## src/rtl/ld_st_control_sequencer_pkg.sv

```systemverilog
// ============================================================================
//  Module      : ld_st_control_sequencer_pkg
//  Description : Datapath strobe bit map, sequencer state encoding and
//                step constants shared by the load/store sequencer.
//  Revision    : 1.0 - initial release
// ============================================================================
`default_nettype none

package ld_st_control_sequencer_pkg;

  localparam int CTRL_W = 26;

  localparam int CTL_PCOUT     = 0;
  localparam int CTL_ZLOWOUT   = 1;
  localparam int CTL_ZHIOUT    = 2;
  localparam int CTL_MDROUT    = 3;
  localparam int CTL_HIOUT     = 4;
  localparam int CTL_LOOUT     = 5;
  localparam int CTL_COUT      = 6;
  localparam int CTL_INPORTOUT = 7;
  localparam int CTL_MARIN     = 8;
  localparam int CTL_ZIN       = 9;
  localparam int CTL_PCIN      = 10;
  localparam int CTL_MDRIN     = 11;
  localparam int CTL_IRIN      = 12;
  localparam int CTL_YIN       = 13;
  localparam int CTL_HIIN      = 14;
  localparam int CTL_LOIN      = 15;
  localparam int CTL_INCPC     = 16;
  localparam int CTL_READ      = 17;
  localparam int CTL_WRITE     = 18;
  localparam int CTL_GRA       = 19;
  localparam int CTL_GRB       = 20;
  localparam int CTL_GRC       = 21;
  localparam int CTL_RIN       = 22;
  localparam int CTL_ROUT      = 23;
  localparam int CTL_BAOUT     = 24;
  localparam int CTL_CONIN     = 25;

  localparam logic [3:0] STEP_NONE = 4'hF;

  // T-states encode their own step number so step can be driven straight from state.
  typedef enum logic [3:0] {
    S_T0    = 4'd0,
    S_T1    = 4'd1,
    S_T2    = 4'd2,
    S_T3    = 4'd3,
    S_T4    = 4'd4,
    S_T5    = 4'd5,
    S_T6    = 4'd6,
    S_T7    = 4'd7,
    S_IDLE  = 4'd8,
    S_FAULT = 4'd9
  } state_e;

  function automatic logic [CTRL_W-1:0] ctl_bit(input int idx);
    return CTRL_W'(1) << idx;
  endfunction

endpackage

`default_nettype wire

```

## src/rtl/ld_st_control_sequencer_mem_wait_timer.sv

```systemverilog
// ============================================================================
//  Module      : ld_st_control_sequencer_mem_wait_timer
//  Description : Counts stalled memory cycles within one step and flags a
//                timeout on the MEM_TO-th stalled cycle (MEM_TO=0 disables).
//  Revision    : 1.0 - initial release
// ============================================================================
`default_nettype none

module ld_st_control_sequencer_mem_wait_timer #(
  parameter int MEM_TO = 15
) (
  input  logic Clock,
  input  logic Clear,
  input  logic step_change_i,
  input  logic count_en_i,
  output logic timeout_o
);

  localparam int CNT_W = (MEM_TO < 2) ? 1 : $clog2(MEM_TO);
  localparam logic [CNT_W-1:0] LAST = CNT_W'(MEM_TO - 1);

  logic [CNT_W-1:0] cnt_q, cnt_d;

  always_comb begin
    cnt_d = cnt_q;
    if (step_change_i) begin
      cnt_d = '0;
    end else if (count_en_i) begin
      cnt_d = cnt_q + 1'b1;
    end
  end

  always_ff @(posedge Clock) begin
    if (Clear) begin
      cnt_q <= '0;
    end else begin
      cnt_q <= cnt_d;
    end
  end

  assign timeout_o = (MEM_TO != 0) && count_en_i && (cnt_q == LAST);

endmodule

`default_nettype wire

```

## src/rtl/ld_st_control_sequencer.sv

```systemverilog
// ============================================================================
//  Module      : ld_st_control_sequencer
//  Description : Load/store control-step FSM driving Datapath strobes, with
//                memory wait, timeout fault and instr_done. Optional
//                single-step mode under macro SINGLE_STEP_EN.
//  Revision    : 1.0 - initial release
// ============================================================================
`default_nettype none

module ld_st_control_sequencer
  import ld_st_control_sequencer_pkg::*;
#(
  parameter int OPC_W  = 5,
  parameter int OP_LD  = 0,
  parameter int OP_LDI = 1,
  parameter int OP_ST  = 2,
  parameter int MEM_TO = 15
) (
  input  logic              Clock,
  input  logic              Clear,
  input  logic              run,
  input  logic [OPC_W-1:0]  ir_opcode,
  input  logic              mem_ready,
`ifdef SINGLE_STEP_EN
  input  logic              step_req,
`endif
  output logic [CTRL_W-1:0] ctrl,
  output logic [3:0]        step,
  output logic              instr_done,
  output logic              fault
);

  localparam logic [OPC_W-1:0] C_LD  = OPC_W'(OP_LD);
  localparam logic [OPC_W-1:0] C_LDI = OPC_W'(OP_LDI);
  localparam logic [OPC_W-1:0] C_ST  = OPC_W'(OP_ST);

  // Register-write strobes that must fire only once per step, however long it lasts.
  localparam logic [CTRL_W-1:0] PULSE_MASK =
      ctl_bit(CTL_ZIN) | ctl_bit(CTL_INCPC) | ctl_bit(CTL_PCIN) | ctl_bit(CTL_RIN) |
      ctl_bit(CTL_MARIN) | ctl_bit(CTL_IRIN) | ctl_bit(CTL_YIN);

  state_e           state_q, state_d;
  logic [OPC_W-1:0] op_q;
  logic             first_q;
  logic             go, advance, final_step, mem_pend, timeout;
  logic             is_ld, is_ldi, is_st, legal_op;

`ifdef SINGLE_STEP_EN
  assign go = step_req;
`else
  assign go = 1'b1;
`endif

  assign is_ld    = (op_q == C_LD);
  assign is_ldi   = (op_q == C_LDI);
  assign is_st    = (op_q == C_ST);
  assign legal_op = (ir_opcode == C_LD) || (ir_opcode == C_LDI) || (ir_opcode == C_ST);
  assign mem_pend = (state_q == S_T1) || ((state_q == S_T6) && is_ld) ||
                    ((state_q == S_T7) && is_st);
  assign advance  = (state_d != state_q);

  ld_st_control_sequencer_mem_wait_timer #(.MEM_TO(MEM_TO)) u_wait_timer (
    .Clock         (Clock),
    .Clear         (Clear),
    .step_change_i (advance),
    .count_en_i    (mem_pend && !mem_ready && go),
    .timeout_o     (timeout)
  );

  always_ff @(posedge Clock) begin
    if (Clear) begin
      state_q <= S_IDLE;
      op_q    <= '0;
      first_q <= 1'b1;
    end else begin
      state_q <= state_d;
      first_q <= advance;
      if ((state_q == S_T2) && advance) begin
        op_q <= ir_opcode;
      end
    end
  end

  always_comb begin
    state_d    = state_q;
    final_step = 1'b0;
    case (state_q)
      S_IDLE: if (run && go) state_d = S_T0;
      S_T0:   if (go) state_d = S_T1;
      S_T1:   if (go && mem_ready) state_d = S_T2;
      S_T2:   if (go) state_d = legal_op ? S_T3 : S_FAULT;
      S_T3:   if (go) state_d = S_T4;
      S_T4:   if (go) state_d = S_T5;
      S_T5: begin
        if (is_ldi) begin
          final_step = 1'b1;
          if (go) state_d = run ? S_T0 : S_IDLE;
        end else if (go) begin
          state_d = S_T6;
        end
      end
      S_T6:   if (go && (is_st || mem_ready)) state_d = S_T7;
      S_T7: begin
        final_step = 1'b1;
        if (go && (is_ld || mem_ready)) state_d = run ? S_T0 : S_IDLE;
      end
      S_FAULT: state_d = S_FAULT;
      default: state_d = S_FAULT;
    endcase
    if (timeout) state_d = S_FAULT;
  end

  always_comb begin
    ctrl = '0;
    case (state_q)
      S_T0: ctrl = ctl_bit(CTL_PCOUT) | ctl_bit(CTL_MARIN) | ctl_bit(CTL_INCPC) | ctl_bit(CTL_ZIN);
      S_T1: begin
        ctrl = ctl_bit(CTL_READ) | ctl_bit(CTL_MDRIN);
        if (first_q) ctrl = ctrl | ctl_bit(CTL_ZLOWOUT) | ctl_bit(CTL_PCIN);
      end
      S_T2: ctrl = ctl_bit(CTL_MDROUT) | ctl_bit(CTL_IRIN);
      S_T3: ctrl = ctl_bit(CTL_GRB) | ctl_bit(CTL_BAOUT) | ctl_bit(CTL_YIN);
      S_T4: ctrl = ctl_bit(CTL_COUT) | ctl_bit(CTL_ZIN);
      S_T5: ctrl = is_ldi ? (ctl_bit(CTL_ZLOWOUT) | ctl_bit(CTL_GRA) | ctl_bit(CTL_RIN))
                          : (ctl_bit(CTL_ZLOWOUT) | ctl_bit(CTL_MARIN));
      S_T6: ctrl = is_ld ? (ctl_bit(CTL_READ) | ctl_bit(CTL_MDRIN))
                         : (ctl_bit(CTL_GRA) | ctl_bit(CTL_ROUT) | ctl_bit(CTL_MDRIN));
      S_T7: ctrl = is_ld ? (ctl_bit(CTL_MDROUT) | ctl_bit(CTL_GRA) | ctl_bit(CTL_RIN))
                         : ctl_bit(CTL_WRITE);
      default: ctrl = '0;
    endcase
    if (!first_q) ctrl = ctrl & ~PULSE_MASK;
    step       = state_q[3] ? STEP_NONE : state_q;
    fault      = (state_q == S_FAULT);
    instr_done = final_step && advance;
  end

endmodule

`default_nettype wire

```

## config.mk

```make
export PLATFORM = sky130hd
export DESIGN_NAME = ld_st_control_sequencer
export DESIGN_NICKNAME = d
export VERILOG_FILES = /design/src/rtl/ld_st_control_sequencer_pkg.sv /design/src/rtl/ld_st_control_sequencer_mem_wait_timer.sv /design/src/rtl/ld_st_control_sequencer.sv
export SDC_FILE = /design/constraint.sdc
export NUM_CORES = 1
export LEC_CHECK = 0
export BUFFER_PORTS_ARGS = -buffer_cell sky130_fd_sc_hd__buf_2
export CAP_MARGIN = 20
export CELL_PAD_IN_SITES_DETAIL_PLACEMENT = 0
export CELL_PAD_IN_SITES_GLOBAL_PLACEMENT = 1
export CORE_AREA = 2 2 60 62
export DETAILED_ROUTE_END_ITERATION = 7
export DIE_AREA = 0 0 62 64
export GPL_TIMING_DRIVEN = 0
export HOLD_SLACK_MARGIN = 0.02
export PLACE_DENSITY_LB_ADDON = 0.1
export SLEW_MARGIN = 20
export SYNTH_ARGS = -nofsm -noshare
export SYNTH_HDL_FRONTEND = slang
export SYNTH_SLANG_ARGS = --single-unit
export TNS_END_PERCENT = 50
```

## constraint.sdc

```tcl
create_clock -name Clock -period 5.11 [get_ports Clock]
set_clock_uncertainty 0.1 [all_clocks]
set_input_delay 0.2555 -clock Clock [delete_from_list [all_inputs] [get_ports Clock]]
set_output_delay 0.2555 -clock Clock [all_outputs]
set_load 0.02 [all_outputs]
```

==> run summary <==
=================================================================================
Status .............................................................    completed
Most frequent cells in the layout .................................. 35 x buf_2, 24 x nor2_1, 15 x nand2_1
Drt pass-1 iters ...................................................            4
GRT Total Usage ....................................................        0.182
CTS HTree Levels ...................................................            1
Core region area ................................................... 0.00328 mm^2
I/O pin count ......................................................           41
Max Slew Vio Count .................................................            0
Nets@finish ........................................................          217
Crit path max-delay family ......................................... simple AND/OR/NAND/NOR gates
Die extent in x ....................................................        62 um
Fillcell total .....................................................          348
Dpl cells ..........................................................          247
Die Area ........................................................... 0.00397 mm^2
Post-Syn Area ...................................................... 0.00118 mm^2
Type of the setup path with the least slack ........................ flip-flop to primary output
Max stage delay cell, worst path ...................................        or4_1
Iter 0 DRT Violations ..............................................          103
Number of sinks on the clock net ...................................           14
Final cycle utilization of the critical path .......................        0.588
Row cnt ............................................................           21
Synth Flop Type ....................................................      dfxtp_1
Sequential cell area fraction in the yosys report ..................        0.238
CTS Root Buffer Type ...............................................     clkbuf_4
Detailed Place HPWL ................................................      2580 um
Total inserted antenna cells .......................................            0
Slew headroom ......................................................        0.514
Number of buffers inserted by post-CTS setup repair ................            0
Leakage power ......................................................     0.635 nW
List of cells traversed by the critical path ....................... or4_1 > clkbuf_1 > o41a_1 > a21oi_1 > a2111o_1 > nor4b_1 > buf_2
Startpoint Class ...................................................    flip-flop
Setup repair after global routing missed its margin ................           no
Antenna-violating nets left ........................................            0
Period minus WS final ..............................................      3.00 ns
Number of global-route vias before repair ..........................        1,215
Post-Syn Area per Cell .............................................    7.22 um^2
Routability Congestion .............................................        0.870
Count of final hold-check violations ...............................            0
Post-synth cell types ..............................................           47
Count of warnings emitted by yosys .................................            0
Fmax ...............................................................      333 MHz
Highest net fanout along the worst path ............................            6
Worst Setup End Kind ............................................... primary output
Fraction of synthesis flops using an asynchronous set or reset pin .            0
Mapped Cells .......................................................          163
Number of vias per cell ............................................         5.16
Number of standard cells in the layout, taps in and fillers out ....          251
Worst endpoint data arrival time ...................................      2.65 ns
Ratio of cells with drive above 1 in the final layout ..............        0.273
Most common library cell in the layout ignoring fill and taps ......        buf_2
GR Overflow Total ..................................................            0
DR vias ............................................................        1,296
WP data required ...................................................      4.75 ns
P&R area growth vs syn .............................................        23.4%
Number of gates resized after CTS ..................................            0
Clock tree from TritonCTS ..........................................        built
MaxCap Viol Count ..................................................            0
Setup violators final ..............................................            0
Worst path bufs/invs ...............................................            2
Clock network latency to the later pin of the worst-skew pair ......      0.29 ns
Clock slew at reported path FFs ....................................      0.09 ns
Fin Setup TNS ......................................................         0 ns
Wire length of the first global-routing pass .......................      5490 um
Actual transition at the worst max-transition pin ..................     0.710 ns
Highest cell delay on the worst timing path ........................      0.52 ns
Worst path setup slack after routing ...............................      2.11 ns
Sum of internal, switching and leakage power .......................   0.000301 W
Kind of path behind the tightest hold check ........................ input port to flip-flop
Setup slack after placement ........................................      2.47 ns
Number of antenna violations at the first check in global routing ..            0
Quantity of hold-fixing buffers added after cts ....................            0
IR Drop Worst-Case VDD .............................................       119 uV
Post-synth EDFFs ...................................................            0
Flip-flop and latch count after synthesis ..........................           14
Initial standard-cell utilization of the core ......................        0.358
Wirelength per Cell ................................................      13.3 um
Max Buffers Root-to-Sink ...........................................            2
Final wirelength ...................................................      3340 um
Die extent in y ....................................................        64 um
Post-layout utilization of the core ................................        0.442
Pin count of the biggest net entering global routing ...............           11
Post-detailed-route DRC marker count ...............................            0
Buffers added on ports .............................................           31
Areal power density over the cells .................................  207 mW/mm^2
Clock buffer count from CTS ........................................            3
=================================================================================
## flip-flops by register name (all words and copies together), names as in the netlist
signal and cells:
first_q 1, op_q 5, state_q 4, u_wait_timer.cnt_q 4
## area by class of cell
class,instances,area [um^2],area share
Buffer,22,133,0.0914
Clock buffer,4,36.3,0.0250
Inverter,6,22.5,0.0155
Multi-Input combinational cell,128,767,0.528
Sequential cell,14,280,0.193
Tap cell,46,57.6,0.0397
Timing Repair Buffer,31,155,0.107
## worst register-to-register path: stages (launching register included)
cell	delay, ns
dfxtp_1	0.40
inv_1	0.06
ha_1	0.19
nand4b_1	0.25
nor4_1	0.08
or3_1	0.43
or4_1	0.42
a221o_1	0.39
a211oi_2	0.17
## routing by layer
layer,global-route usage,wire (um),up-vias,part of all wire
met5,0,0,-,0
met1,0.246,1440,593,0.43
met4,0.0479,68,0,0.020
met3,0.0324,227,8,0.068
li1,-,-,648,-
met2,0.292,1600,47,0.48
## Yosys cell counts, types with 4 or more instances
cell | n | area [um^2]
a21oi_1 | 10 | 50.1
nand3_1 | 4 | 20.0
dfxtp_1 | 14 | 280
nor2_1 | 24 | 90.1
nor3_1 | 10 | 50.1
clkbuf_1 | 6 | 22.5
buf_2 | 4 | 20.0
nand2b_1 | 5 | 31.3
buf_4 | 10 | 75.1
or3_1 | 4 | 25.0
nand2_1 | 15 | 56.3
inv_1 | 6 | 22.5
## final timing paths
check                           cells after the start  slack (ns)                  start               endpoint
worst max-delay path                                7        2.11                op_q[0]             instr_done
worst min-delay path                                3        0.11           ir_opcode[3]                op_q[3]
worst max register to register                      8        2.53  u_wait_timer.cnt_q[0]  u_wait_timer.cnt_q[1]
worst min register to register                      2        0.41                op_q[3]                op_q[3]
## metrics by stage
step / instance area [um^2] / hold slack, ns
5_1_grt: 1450 / 0.133
3_5_place_dp: 1420 / 0.399
4_1_cts: 1450 / 0.106
2_1_floorplan: 1200 / 0.291
6_report: 1450 / 0.107
3_3_place_gp: 1420 / 0.391
## kinds of logic after synthesis
logic type | count (synthesis) | synth area share
buf+inv | 28 | 0.132
compound gates | 30 | 0.187
fa+ha+maj | 2 | 0.0213
other cells | 1 | 0.00319
simple gates | 84 | 0.388
flops | 14 | 0.238
xor+xnor | 4 | 0.0298
## report_power, final
part / switching, W / internal [W] / total [W]
registers: 0.00000223 / 0.000113 / 0.000115
clock network: 0.0000408 / 0.0000434 / 0.0000842
logic: 0.0000639 / 0.0000376 / 0.000101
total: 0.000107 / 0.000194 / 0.000301
Power figures use the tool's default switching activity.
